**config.mk**
```make
export PLATFORM = sky130hd
export DESIGN_NAME = bootram_ctrl
export DESIGN_NICKNAME = d
export VERILOG_FILES = /design/src/rtl/bootram_ctrl.sv
export SDC_FILE = /design/constraint.sdc
export NUM_CORES = 1
export LEC_CHECK = 0
export CAP_MARGIN = 20
export CORE_MARGIN = 2
export CORE_UTILIZATION = 25
export CTS_CLUSTER_SIZE = 20
export DETAILED_ROUTE_END_ITERATION = 6
export GPL_TIMING_DRIVEN = 0
export PLACE_DENSITY = 0.57
export RECOVER_POWER = 100
export SETUP_SLACK_MARGIN = 0.02
export SYNTH_ARGS = -nofsm -noshare
export SYNTH_HDL_FRONTEND = slang
export SYNTH_SLANG_ARGS = --single-unit
```
**constraint.sdc**
```tcl
create_clock -name clk -period 6.3 [get_ports clk]
set_input_delay 0.63 -clock clk [delete_from_list [all_inputs] [get_ports clk]]
set_output_delay 0.63 -clock clk [all_outputs]
set_load 0.005 [all_outputs]
```
**src/rtl/bootram_ctrl.sv**
```systemverilog
// Boot RAM controller: arbitrates the PicoRV32 native bus and a sequential
// byte loader onto four 2Kx8 single-port RAM byte lanes.
module bootram_ctrl #(
  parameter int ADDR_W = 11
) (
  input  logic              clk,
  input  logic              reset,
  // CPU side
  input  logic              mem_valid,
  input  logic [ADDR_W+1:0] mem_addr,
  input  logic [31:0]       mem_wdata,
  input  logic [3:0]        mem_wstrb,
  output logic              mem_ready,
  output logic [31:0]       mem_rdata,
  // loader side
  input  logic              ld_req,
  input  logic              ld_valid,
  input  logic [7:0]        ld_data,
  input  logic              ld_last,
  output logic              ld_ready,
  output logic              ld_busy,
  output logic [ADDR_W+2:0] ld_count,
  output logic              ld_overflow,
  // RAM lanes
  output logic [3:0]        ram_ce,
  output logic              ram_oce,
  output logic [3:0]        ram_wre,
  output logic [ADDR_W-1:0] ram_ad,
  output logic [31:0]       ram_din,
  input  logic [31:0]       ram_dout,
  output logic              ram_reset
);
  localparam int CNT_W = ADDR_W + 3;
  // Byte capacity and index of the final byte slot.
  localparam logic [CNT_W-1:0] CAP      = {1'b1, {(ADDR_W+2){1'b0}}};
  localparam logic [CNT_W-1:0] LAST_IDX = CAP - 1'b1;

  typedef enum logic [1:0] {IDLE, RD_WAIT, RESP, LOAD} state_e;

  state_e           state_q, state_d;
  logic [31:0]      rdata_q, rdata_d;
  logic [CNT_W-1:0] cnt_q, cnt_d;
  logic             ovf_q, ovf_d;
  logic             ld_acc;

  assign ld_acc      = (state_q == LOAD) && ld_valid;
  assign mem_ready   = (state_q == RESP);
  assign mem_rdata   = rdata_q;
  assign ld_ready    = (state_q == LOAD);
  assign ld_busy     = (state_q == LOAD);
  assign ld_count    = cnt_q;
  assign ld_overflow = ovf_q;
  assign ram_oce     = ~reset;
  assign ram_reset   = reset;

  // State, read data and loader counters.
  always_ff @(posedge clk or posedge reset) begin
    if (reset) begin
      state_q <= IDLE;
      rdata_q <= '0;
      cnt_q   <= '0;
      ovf_q   <= 1'b0;
    end else begin
      state_q <= state_d;
      rdata_q <= rdata_d;
      cnt_q   <= cnt_d;
      ovf_q   <= ovf_d;
    end
  end

  // Next state, and RAM lane controls for the issue cycle only.
  always_comb begin
    state_d = state_q;
    rdata_d = rdata_q;
    cnt_d   = cnt_q;
    ovf_d   = ovf_q;
    ram_ce  = 4'b0000;
    ram_wre = 4'b0000;
    ram_ad  = '0;
    ram_din = '0;
    case (state_q)
      IDLE: begin
        // Loader wins; a CPU request seen together with ld_req stays pending.
        if (ld_req) begin
          state_d = LOAD;
          cnt_d   = '0;
          ovf_d   = 1'b0;
        end else if (mem_valid) begin
          ram_ad = mem_addr[ADDR_W+1:2];
          if (mem_wstrb == 4'b0000) begin
            ram_ce  = 4'b1111;
            state_d = RD_WAIT;
          end else begin
            ram_ce  = mem_wstrb;
            ram_wre = mem_wstrb;
            ram_din = mem_wdata;
            state_d = RESP;
          end
        end
      end
      RD_WAIT: begin
        rdata_d = ram_dout;
        state_d = RESP;
      end
      RESP: state_d = IDLE;
      LOAD: begin
        if (ld_acc) begin
          ram_ad  = cnt_q[ADDR_W+1:2];
          ram_ce  = 4'b0001 << cnt_q[1:0];
          ram_wre = 4'b0001 << cnt_q[1:0];
          ram_din = {4{ld_data}};
          if (cnt_q != CAP) cnt_d = cnt_q + 1'b1;
          if (ld_last) begin
            state_d = IDLE;
          end else if (cnt_q == LAST_IDX) begin
            ovf_d   = 1'b1;
            state_d = IDLE;
          end
        end
      end
      default: state_d = IDLE;
    endcase
    // Nothing reaches the RAM while reset is held.
    if (reset) begin
      ram_ce  = 4'b0000;
      ram_wre = 4'b0000;
    end
  end
endmodule

```
==> results.cfg <==
[drt]
vias = 3242
drc = 0
postRouteAntennaNets = 0
wl_um = 11500
vias_per_cell = 4.85
drt-initial-drc-count = 127
wl_per_cell_um = 17.2
firstDrtPassIters = 4

[cells_and_area]
diodes = 0
drive_gt1_frac = 0.0914
area_growth_pct = 76.8
final_core_util = 0.454
fin_nets = 629

[synth]
synth_compound_area_frac = 0.145
ys_seq_area_frac = 0.416
synth-simple-area-share = 0.198
post_synth.cell_area_avg_um2 = 9.12
synth_area_mm2 = 0.00295
synth-xor-area-share = 0.00297
synthMuxAreaShare = 0.143
synthesis.nets = 427
synth_cell_types = 38
synth_adder_area_share = 0.0382
synth_top_family_by_area = simple AND/OR/NAND/NOR gates
ys_ff_latch = 49
yosysWarnings = 0
netlist_instances = 323

[power_and_ir_drop]
p_per_area_mw_per_mm2 = 326
p_total_uw = 1700
peakVddDrop_mv = 0.324
p_leak_uw = 0.00218

[floorplan]
ios = 198
rows = 39
die_h_um = 113
die_area_mm2 = 0.0127
die_w_um = 113
core_mm2 = 0.0115
initial_core_util = 0.257

[run_status]
outcome = finished, violations left
failed_checks = max-capacitance violations, max-slew violations

[clock_network]
cts_tree = built
h-tree-depth = 2
cts_hold_buffers = 0
clock_latency_ns = 0.29
post_cts_resized = 0
cts_buffer_depth = 2
cts_buffers = 5
clk_pin_slew_ns = 0.06
cts_setup_buffers = 0
cts-root-buf = clkbuf_16
cts.sinks = 49

[placed_design]
gp_congestion = 0.935
placement.io_buffers = 194
dp_hpwl_um = 9190

[worst_hold_path]
hold_path_class = register to register

[sta]
timing.fmax_mhz = 238
max-slew-margin-rel = -0.302
min_period_ns = 4.20
slew_violations = 37
tightest_slew_ns = 1.95
fin_setup_tns_ns = 0
skew_ns = 0.00456
setup_viol = 0
fin_crit_sh = 0.666
hold_viol = 0
rsz0062_at_grt = no

[global_route]
grt_antenna_before_repair = 0
grt.total_usage = 0.178
first_global_vias = 3333
grt_pass1_wl_um = 17700
grt_start_max_net_pins = 37
grt.overflow.total = 0

[worst_setup_path]
cp.required_ns = 5.67
critPathMaxFanout = 10
end_kind = primary output
start_kind = primary input
crit_arrival_ns = 3.57
path_class = primary input to primary output
rrSetupSlack_ns = 3.80

[flow_run]
cap_violations = 1
[registers in the layout, indices dropped and copies added (netlist names)]
signal and cells:
state_q 2, ld_count 14, mem_rdata 32, ld_overflow 1
[metrics by stage]
step / worst slack [ns] / instance area, um^2 / hold slack, ns / cells
CTS: 2.42 / 5250 / 0.455 / 668
finish: 2.10 / 5210 / 0.502 / 668
global route: 1.67 / 5210 / 0.521 / 668
global placement: 2.43 / 5070 / 0.489 / 660
floorplan: 3.80 / 2950 / 0.501 / 323
detailed placement: 2.42 / 5090 / 0.495 / 661
[metal layers]
metal | wire length [um] | global-route usage
met4 | 433 | 0.0789
met2 | 5350 | 0.303
met1 | 4510 | 0.198
met5 | 0 | 0
met3 | 1190 | 0.0653
[synth_stat cells]
| cell | count | area, um^2 |
|---|---|---|
| a21oi_1 | 40 | 200 |
| a22oi_1 | 15 | 113 |
| a32o_1 | 1 | 10.0 |
| and2_1 | 1 | 6.26 |
| and3b_2 | 1 | 10.0 |
| and4_1 | 1 | 8.76 |
| buf_2 | 4 | 20.0 |
| buf_4 | 2 | 15.0 |
| buf_6 | 2 | 22.5 |
| clkbuf_1 | 18 | 67.6 |
| clkbuf_2 | 1 | 5.00 |
| dfrtp_1 | 49 | 1230 |
| ha_1 | 9 | 113 |
| inv_1 | 10 | 37.5 |
| mux2_2 | 32 | 360 |
| mux2i_1 | 6 | 60.1 |
| nand2_1 | 49 | 184 |
| nand2b_1 | 5 | 31.3 |
| nand3_1 | 8 | 40.0 |
| nand3b_1 | 1 | 7.51 |
| nand4_1 | 4 | 25.0 |
| nor2_1 | 19 | 71.3 |
| nor2_2 | 1 | 6.26 |
| nor2b_1 | 1 | 6.26 |
| nor2b_4 | 2 | 27.5 |
| nor3_1 | 6 | 30.0 |
| nor4_1 | 5 | 31.3 |
| nor4b_1 | 1 | 8.76 |
| nor4bb_1 | 1 | 10.0 |
| o21ai_0 | 7 | 35.0 |
| o2bb2ai_1 | 1 | 8.76 |
| o31ai_1 | 8 | 60.1 |
| or2_1 | 1 | 6.26 |
| or2_2 | 1 | 6.26 |
| or3_1 | 3 | 18.8 |
| or4_1 | 5 | 37.5 |
| or4_4 | 1 | 11.3 |
| xor2_1 | 1 | 8.76 |
[cells by family (layout without fill, tap and decap cells)]
kind of cell | Yosys count | after routing
adder cells (fa/ha/maj) | 9 | 9
flip-flops | 49 | 49
AO/OA/AOI/OAI | 72 | 72
multiplexers | 38 | 38
AND/OR/NAND/NOR | 117 | 117
buffers and inverters | 37 | 239
XOR/XNOR | 1 | 1
[final timing paths]
path / startpoint / to / cells past startpoint
setup / recovery: ld_req / ram_din[5] / 9
setup reg to reg: state_q[0]$_DFFE_PP0P_ / ld_count[11]$_DFFE_PP0P_ / 7
max in group asynchronous: reset / mem_rdata[15]$_DFFE_PP0P_ / 3
min in group asynchronous: reset / ld_count[1]$_DFFE_PP0P_ / 2
hold reg to reg: mem_rdata[9]$_DFFE_PP0P_ / mem_rdata[9]$_DFFE_PP0P_ / 1
hold / removal: mem_rdata[9]$_DFFE_PP0P_ / mem_rdata[9]$_DFFE_PP0P_ / 1
[layout by cell type, fill, tap and decap left out, drive strengths merged, types with 2 or more instances in the layout]
cell type / n
or2: 2
o31ai: 8
nand4: 4
mux2i: 6
nand3: 8
a21oi: 40
nand2b: 5
dlygate4sd3: 100
inv: 10
or3: 3
mux2: 32
or4: 6
ha: 9
clkbuf: 31
nor2b: 3
nand2: 49
buf: 2
o21ai: 7
a22oi: 15
nor3: 6
nor2: 20
dfrtp: 49
clkdlybuf4s50: 94
nor4: 5
[power by group]
group	leakage [uW]	internal [uW]	total, uW	switching, uW
registers	0.000612	432	492	60.4
logic	0.00149	472	906	433
clock network	0.0000797	184	301	117
total	0.00218	1090	1700	610
[worst max-delay path, stage by stage]
cell,delay (ns)
dlygate4sd3_1,0.61
and3b_2,0.25
clkbuf_1,0.30
nor2b_1,0.17
clkbuf_1,0.21
clkbuf_1,0.41
nand2_1,0.11
a21oi_1,0.26
dlygate4sd3_1,0.62
[layout make-up]
type,instances,area (um^2)
plain buffers,27,118
clock buffers,5,125
clock inverters,2,35.0
fillers,1163,6260
inverters,10,37.5
multi-input cells,237,1540
flip-flops and latches,49,1230
well taps,143,179
repair buffers,195,1950
Note: power is estimated with default switching activity, not from simulation.
